<file path="src/rtl/fetch_stage_pkg.sv">
// Shared constants for the instruction fetch stage.
// Holds the reset PC, the NOP word and the word stride used by the fetch logic.
package fetch_stage_pkg;

    localparam logic [31:0] RESET_PC_DEFAULT = 32'h0000_0000;
    localparam logic [31:0] NOP_INST_DEFAULT = 32'h0000_0000;
    localparam logic [31:0] WORD_STRIDE      = 32'd4;

    // Clear the sub-word offset so the PC always points at a word boundary.
    function automatic logic [31:0] align_word(input logic [31:0] addr);
        return addr & ~(WORD_STRIDE - 32'd1);
    endfunction

endpackage

</file>
<file path="src/rtl/pc_register.sv">
// Program counter register: async active-low reset, synchronous load enable.
module pc_register #(
    parameter logic [31:0] RESET_VAL = 32'h0000_0000
) (
    input  logic        clk,
    input  logic        rst,
    input  logic        load_en,
    input  logic [31:0] d,
    output logic [31:0] q
);

    always_ff @(posedge clk or negedge rst) begin
        if (!rst) begin
            q <= RESET_VAL;
        end else if (load_en) begin
            q <= d;
        end
    end

endmodule

</file>
<file path="src/rtl/fetch_stage.sv">
// Instruction fetch stage: PC sequencing plus the IF/ID pipeline register.
// A branch flushes the wrong-path fetch; freeze holds everything in place.
module fetch_stage
    import fetch_stage_pkg::*;
#(
    parameter logic [31:0] RESET_PC = RESET_PC_DEFAULT,
    parameter logic [31:0] NOP_INST = NOP_INST_DEFAULT
) (
    input  logic        clk,
    input  logic        rst,
    input  logic        freeze,
    input  logic        branch_taken,
    input  logic [31:0] branch_addr,
    output logic [31:0] inst_addr,
    input  logic [31:0] inst_data,
    output logic [31:0] pc_out,
    output logic [31:0] instruction_out,
    output logic        valid_out,
    output logic [31:0] fetch_count
);

    logic [31:0] pc;
    logic [31:0] pc_plus4;
    logic [31:0] pc_next;
    logic        pc_load;

    assign pc_plus4 = pc + WORD_STRIDE;

    // Branch wins over freeze, so the PC loads whenever a redirect arrives.
    always_comb begin
        pc_next = pc_plus4;
        pc_load = !freeze;
        if (branch_taken) begin
            pc_next = align_word(branch_addr);
            pc_load = 1'b1;
        end
    end

    pc_register #(
        .RESET_VAL (RESET_PC)
    ) u_pc_register (
        .clk     (clk),
        .rst     (rst),
        .load_en (pc_load),
        .d       (pc_next),
        .q       (pc)
    );

    assign inst_addr = pc;

    always_ff @(posedge clk or negedge rst) begin
        if (!rst) begin
            pc_out          <= 32'h0000_0000;
            instruction_out <= NOP_INST;
            valid_out       <= 1'b0;
            fetch_count     <= 32'h0000_0000;
        end else if (branch_taken) begin
            pc_out          <= 32'h0000_0000;
            instruction_out <= NOP_INST;
            valid_out       <= 1'b0;
        end else if (!freeze) begin
            pc_out          <= pc_plus4;
            instruction_out <= inst_data;
            valid_out       <= 1'b1;
            fetch_count     <= fetch_count + 32'd1;
        end
    end

endmodule

</file>
<file path="config.mk">
export PLATFORM = sky130hd
export DESIGN_NAME = fetch_stage
export DESIGN_NICKNAME = d
export VERILOG_FILES = /design/src/rtl/fetch_stage_pkg.sv /design/src/rtl/pc_register.sv /design/src/rtl/fetch_stage.sv
export SDC_FILE = /design/constraint.sdc
export NUM_CORES = 1
export LEC_CHECK = 0
export ABC_AREA = 0
export BUFFER_PORTS_ARGS = -buffer_cell sky130_fd_sc_hd__buf_2
export CORE_ASPECT_RATIO = 1.2
export CORE_MARGIN = 4
export CORE_UTILIZATION = 56
export CTS_CLUSTER_DIAMETER = 50
export DETAILED_ROUTE_END_ITERATION = 7
export PLACE_DENSITY_LB_ADDON = 0.1
export SYNTH_ARGS = -nofsm -noshare
export SYNTH_HDL_FRONTEND = slang
export SYNTH_HIERARCHICAL = 1
export SYNTH_SLANG_ARGS = --single-unit
</file>
<file path="constraint.sdc">
create_clock -name clk -period 6.9 [get_ports clk]
set_clock_uncertainty 0.2 [all_clocks]
set_input_delay 1.38 -clock clk [delete_from_list [all_inputs] [get_ports clk]]
set_output_delay 1.38 -clock clk [all_outputs]
set_load 0.05 [all_outputs]
</file>
Word level (Yosys, flattened, before mapping)
Cells that the tools add are included.

Bits in latches: 0. Logic and storage cells: 20. Bits in writable memories: 0. Bits in registers: 129. Memories: 0. Memory bits (read-only): 0. Bits of input ports: 68. Output and inout port bits: 129.

Reductions and logical operators: 2. Div/mod/pow operators: 0. Muxes and demuxes: 8. Shift-type cells: 0. $lt $le $gt $ge: 0. Bitwise operators: 2. Multiply operators: 0. Add/sub/neg operators: 2. Equal/unequal tests: 1.

Operators by type and width (count): 32-bit 2-to-1 mux (5); 32-bit by 1-bit adder with 32-bit output (second input constant) (1); 32-bit by 3-bit adder with 32-bit output (second input constant) (1); 1-bit 2-to-1 mux (3); 2-bit by 1-bit != test with 1-bit output (second input constant) (1); 1-bit NOT (2); 2-bit AND reduction (1); 1-bit logical NOT (1).

Logic depth before layout (Yosys ltp)
Depth after elaboration: 3. Mapped depth: 7. Gate-level depth less buffers: 6.

Hierarchy
Netlist, hierarchy kept.

Modules (own cells, without submodules): fetch_stage (area each 5203.7 sq um, instances 1, seq. area each 2427.3 sq um, cells each 533); pc_register (area each 1345.0 sq um, instances 1, seq. area each 800.8 sq um, cells each 68).

Least setup slack after synthesis
Ideal clock, no wire load.

Path kind: input -> register. Start point: in freeze. End point: reg u_pc_register.q[15]. Arrival: 2.739 ns. Cell stages on the path: 6. Library setup time: 0.125 ns. Required time: 6.575 ns. Buffers on the path: 4. Path slack: 3.836 ns. Cells stage by stage: clkbuf_1 > buf_1 > nand2_1 > buf_6 > buf_12 > mux2_4.

Cells in the longest elaborated chain, start to end: 2.

Ends and longest elaborated chain: start, declared (line fetch_stage.sv:11) `input logic freeze,`; 1-bit logical NOT; 1-bit 2-to-1 mux (line fetch_stage.sv:33) `if (branch_taken) begin`; named net pc_load (line fetch_stage.sv:25) `logic pc_load;`; end signal, assigned (line pc_register.sv:14) `q <= RESET_VAL;`; end signal, assigned (line pc_register.sv:16) `q <= d;`; end, declared (line pc_register.sv:9) `output logic [31:0] q`.

The timed path passes the listed nets, and every way through them passes these cells. A chain may end at the register's enable or synchronous reset.

Worst setup path in the final report
Start point: in freeze. End point: reg u_pc_register.q[3].

Same word-level chain as after synthesis.

==> flow_metrics.py <==
metrics = {
    "worst_hold_path": {
        "worst_hold_path.endpoint": "fetch_count[31]",
        "instance_count_along_the_most_critical_hold_path": 1,
        "min-delay-start": "fetch_count[31]",
        "min_path_type": "flop to flop",
    },
    "setup_path": {
        "worst_setup_path_start_kind": "input pin",
        "timing.reg2reg.worst_path_depth": 5,
        "rrSetupSlack_ns": 4.06,
        "critical_path.max_stage_delay_ns": 0.89,
        "critPathBufInv": 1,
        "crit-reg2reg-capture": "u_pc_register/q[29]",
        "worst-setup-path-type": "input pin to flop",
        "critical_path_required_ns": 6.99,
        "timing.critical_path.max_delay_family": "simple AND/OR/NAND/NOR gates",
        "crit_reg_reg_startpoint": "u_pc_register/q[4]",
        "worst-endpoint-arrival_ns": 3.55,
        "timing.critical_path.cells": "buf_2 -> nand2_2 -> mux2_4",
        "worst_setup_path_end_kind": "flop",
        "timing.critical_path.fanout_max": 33,
        "critical_path.slowest_cell": "sky130_fd_sc_hd__nand2_2",
    },
    "drt": {
        "first_pass_iters": 7,
        "routed-via-count": 5391,
        "wl_per_cell_um": 17.6,
        "drtAntennaViolNets": 0,
        "route.detailed.drc": 0,
        "postRouteWirelength_um": 16700,
        "first_iter_violations": 251,
        "routed_via_density": 5.68,
    },
    "logic_synthesis": {
        "yosys_warnings": 6,
        "simple_gate_fraction_of_synth_area_pct": 18.3,
        "synth_mux_area_share_pct": 14.6,
        "yosys_register_bits": 129,
        "postSynthNetCount": 671,
        "synth_fa_ha_area_share_pct": 0.382,
        "asyncSetResetFlopFracSynth_pct": 100,
        "synth_enable_flop_cells": 0,
        "post_synth_instance_area_mm2": 0.00655,
        "synth.distinct_cells": 45,
        "synth_cells": 601,
        "synthesis.area_per_instance_um2": 10.9,
        "synth-seq-area-share_pct": 49.3,
        "synth_ff_type": "sky130_fd_sc_hd__dfrtp_1",
        "synth_top_family_by_area": "simple AND/OR/NAND/NOR gates",
        "post_synth_xor_area_fraction_pct": 5.48,
        "synth-compound-area-share_pct": 8.01,
    },
    "power_and_ir_drop": {
        "powerDensity_mw_per_mm2": 310,
        "p_total_mw": 2.53,
        "power_leakage_nw": 4.17,
        "swShare_pct": 34.4,
        "seq_power_share_pct": 36.8,
        "net_switching_component_of_the_power_mw": 0.871,
        "ir_drop_mv": 0.166,
        "power_frac_comb_pct": 25.5,
        "pwr-share-clk_pct": 37.7,
        "internal_power_mw": 1.66,
    },
    "finish": {
        "nFillCells": 930,
        "design.final.nets": 850,
        "total_inserted_antenna_cells": 0,
        "areaGrowthSynthToFinish_pct": 24.8,
        "fraction_of_final_layout_cells_with_drive_strength_greater_than_1_pct": 35.1,
        "final_design_area_no_fill_mm2": 0.00817,
        "multi_input_comb_area_mm2": 0.00307,
        "final-instance-count-excl-fill": 949,
        "seq_area_mm2": 0.00323,
    },
    "sta": {
        "layout_min_cycle_time_ns": 3.46,
        "report.final.slew_viol_count": 0,
        "max_freq_ghz": 0.289,
        "timing.final.setup_violations": 0,
        "fin_crit_sh_pct": 50.1,
        "worst_pin_slew_ns": 1.19,
        "setup-tns-final_ns": 0,
        "rsz0062_at_grt": "false",
        "max_slew_margin_pct": 20.5,
        "final-hold-violation-count": 0,
    },
    "clock_tree": {
        "post-cts-setup-buffer-count": 0,
        "count_of_hold_fix_buffers_inserted_at_cts": 0,
        "cts_made_buffers": 17,
        "clock_tree_from_tritoncts": "done",
        "root_buffer": "sky130_fd_sc_hd__clkbuf_16",
        "clkSlewWorstSetupHoldPaths_ns": 0.06,
        "ctsResizeCount": 0,
        "clk-insertion-delay-late_ns": 0.41,
        "cts_num_sinks": 129,
        "clock_tree.htree_level_count": 4,
        "number_of_buffers_on_the_longest_clock_path": 2,
    },
    "grt": {
        "globalRouteTotalUtil_pct": 24.9,
        "remaining_overflow_grt": 0,
        "antenna_violations_before_repair": 1,
        "largest_net_degree_at_the_start_of_global_routing": 75,
        "grt_first_pass_wirelength_um": 26900,
        "grt_pass1_vias": 5357,
    },
    "die": {
        "initial_utilization_pct": 56.9,
        "top_level_ports": 197,
        "die_area_mm2": 0.0135,
        "die_height_um": 126,
        "fp-row-count": 43,
        "die_w_um": 107,
        "core_mm2": 0.0115,
    },
    "place": {
        "detailedPlacementHpwl_um": 11400,
        "gp_routability_congestion": 0.838,
        "postPlaceCellArea_mm2": 0.00754,
        "portBuffers": 194,
        "placedCellCount": 918,
    },
    "job": {
        "max-cap-violations": 0,
    },
    "outcome": {
        "run_status": "finished, final reports clean",
    },
}
## cells in the mapped netlist (2+ instances only)
master	instances	area, um2
sky130_fd_sc_hd__nand3_1	25	125
sky130_fd_sc_hd__a2111oi_0	4	35.0
sky130_fd_sc_hd__xor2_1	26	228
sky130_fd_sc_hd__ha_1	2	25.0
sky130_fd_sc_hd__inv_1	10	37.5
sky130_fd_sc_hd__dfrtp_1	129	3230
sky130_fd_sc_hd__and4_1	6	52.6
sky130_fd_sc_hd__and2_1	3	18.8
sky130_fd_sc_hd__nand2_1	39	146
sky130_fd_sc_hd__nor2b_1	6	37.5
sky130_fd_sc_hd__or4_1	16	120
sky130_fd_sc_hd__nand2b_1	3	18.8
sky130_fd_sc_hd__and3_1	9	56.3
sky130_fd_sc_hd__a311oi_1	8	70.1
sky130_fd_sc_hd__xnor2_1	15	131
sky130_fd_sc_hd__o211ai_1	3	22.5
sky130_fd_sc_hd__o211a_1	4	40.0
sky130_fd_sc_hd__o2111a_1	2	22.5
sky130_fd_sc_hd__or4_4	2	22.5
sky130_fd_sc_hd__nor3_1	14	70.1
sky130_fd_sc_hd__o21ai_0	5	25.0
sky130_fd_sc_hd__clkbuf_1	27	101
sky130_fd_sc_hd__a21oi_1	4	20.0
sky130_fd_sc_hd__o31ai_1	10	75.1
sky130_fd_sc_hd__mux2i_1	35	350
sky130_fd_sc_hd__buf_12	3	60.1
sky130_fd_sc_hd__buf_1	2	7.51
sky130_fd_sc_hd__nor3b_1	2	15.0
sky130_fd_sc_hd__a31oi_1	14	87.6
sky130_fd_sc_hd__nor2_1	71	267
sky130_fd_sc_hd__or4b_1	2	20.0
sky130_fd_sc_hd__or3_1	4	25.0
sky130_fd_sc_hd__mux2_2	14	158
sky130_fd_sc_hd__o21a_1	9	67.6
sky130_fd_sc_hd__buf_6	2	22.5
sky130_fd_sc_hd__mux2_4	30	450
sky130_fd_sc_hd__a221o_1	5	50.1
sky130_fd_sc_hd__buf_2	5	25.0
sky130_fd_sc_hd__nand4_1	13	81.3
sky130_fd_sc_hd__nor4_1	13	81.3
## registers in the layout (all words and copies together), names as in the netlist
| name | cells |
|---|---|
| fetch_count | 32 |
| instruction_out | 32 |
| pc_out | 32 |
| u_pc_register/q | 32 |
| valid_out | 1 |
## power by group through the flow
stage / registers (mW) / clock network (mW) / logic [mW]
2_1_floorplan: 1.19 / 0 / 0.222
3_3_place_gp: 0.934 / 0 / 0.636
3_5_place_dp: 0.941 / 0 / 0.648
4_1_cts: 0.929 / 0.967 / 0.651
5_1_grt: 0.944 / 1.00 / 0.683
6_report: 0.930 / 0.954 / 0.646
## kinds of logic after synthesis
group                      count (synthesis)
and+or+nand+nor                          232
muxes                                     79
buffers and inverters                     49
adders and majority gates                  2
xor gates and xnor gates                  41
DFF                                      129
AOI/OAI and AO/OA                         69
## stage by stage
step / hold slack (ns) / utilization, % / setup slack (ns)
final: 0.267 / 71.0 / 3.44
after global placement: 0.254 / 65.5 / 3.07
after global routing: 0.292 / 71.0 / 3.35
after CTS: 0.268 / 71.0 / 3.46
after detailed placement: 0.258 / 65.5 / 3.02
after floorplan: 0.565 / - / 3.84
## layer usage
layer,part of all wire [%],global-route usage [%]
met1,41,31.5
met2,49,40.8
met3,7.0,7.53
met4,2.1,8.73
met5,0.072,0
## worst max-delay path by stage
stage	endpoint	start	cells past startpoint
2_1_floorplan	u_pc_register/q[15]	freeze	6
3_5_place_dp	u_pc_register/q[26]	freeze	3
4_1_cts	u_pc_register/q[3]	freeze	3
6_report	u_pc_register/q[3]	freeze	3
3_3_place_gp	u_pc_register/q[1]	freeze	3
5_1_grt	u_pc_register/q[3]	freeze	3
## final cells by class
cell class / count / area share, %
clock buffer: 22 / 5.80
timing repair buffer: 199 / 12.4
multi-input combinational: 423 / 37.6
sequential: 129 / 39.5
tap: 157 / 2.40
clock inverter: 9 / 1.90
inverter: 10 / 0.459
## cell usage in the layout (no fill, tap or decap), types with 5 or more instances in the layout
| cell | instances |
|---|---|
| sky130_fd_sc_hd__a221o_1 | 5 |
| sky130_fd_sc_hd__a311oi_1 | 8 |
| sky130_fd_sc_hd__a31oi_1 | 14 |
| sky130_fd_sc_hd__and3_1 | 9 |
| sky130_fd_sc_hd__and4_1 | 6 |
| sky130_fd_sc_hd__buf_2 | 193 |
| sky130_fd_sc_hd__buf_4 | 6 |
| sky130_fd_sc_hd__clkbuf_16 | 17 |
| sky130_fd_sc_hd__dfrtp_1 | 129 |
| sky130_fd_sc_hd__inv_1 | 10 |
| sky130_fd_sc_hd__mux2_2 | 14 |
| sky130_fd_sc_hd__mux2_4 | 30 |
| sky130_fd_sc_hd__mux2i_1 | 35 |
| sky130_fd_sc_hd__nand2_1 | 38 |
| sky130_fd_sc_hd__nand3_1 | 25 |
| sky130_fd_sc_hd__nand4_1 | 13 |
| sky130_fd_sc_hd__nor2_1 | 71 |
| sky130_fd_sc_hd__nor2b_1 | 6 |
| sky130_fd_sc_hd__nor3_1 | 14 |
| sky130_fd_sc_hd__nor4_1 | 13 |
| sky130_fd_sc_hd__o21a_1 | 9 |
| sky130_fd_sc_hd__o21ai_0 | 5 |
| sky130_fd_sc_hd__o31ai_1 | 10 |
| sky130_fd_sc_hd__or4_1 | 16 |
| sky130_fd_sc_hd__xnor2_1 | 15 |
| sky130_fd_sc_hd__xor2_1 | 26 |
(Power assumes the default switching activity.)
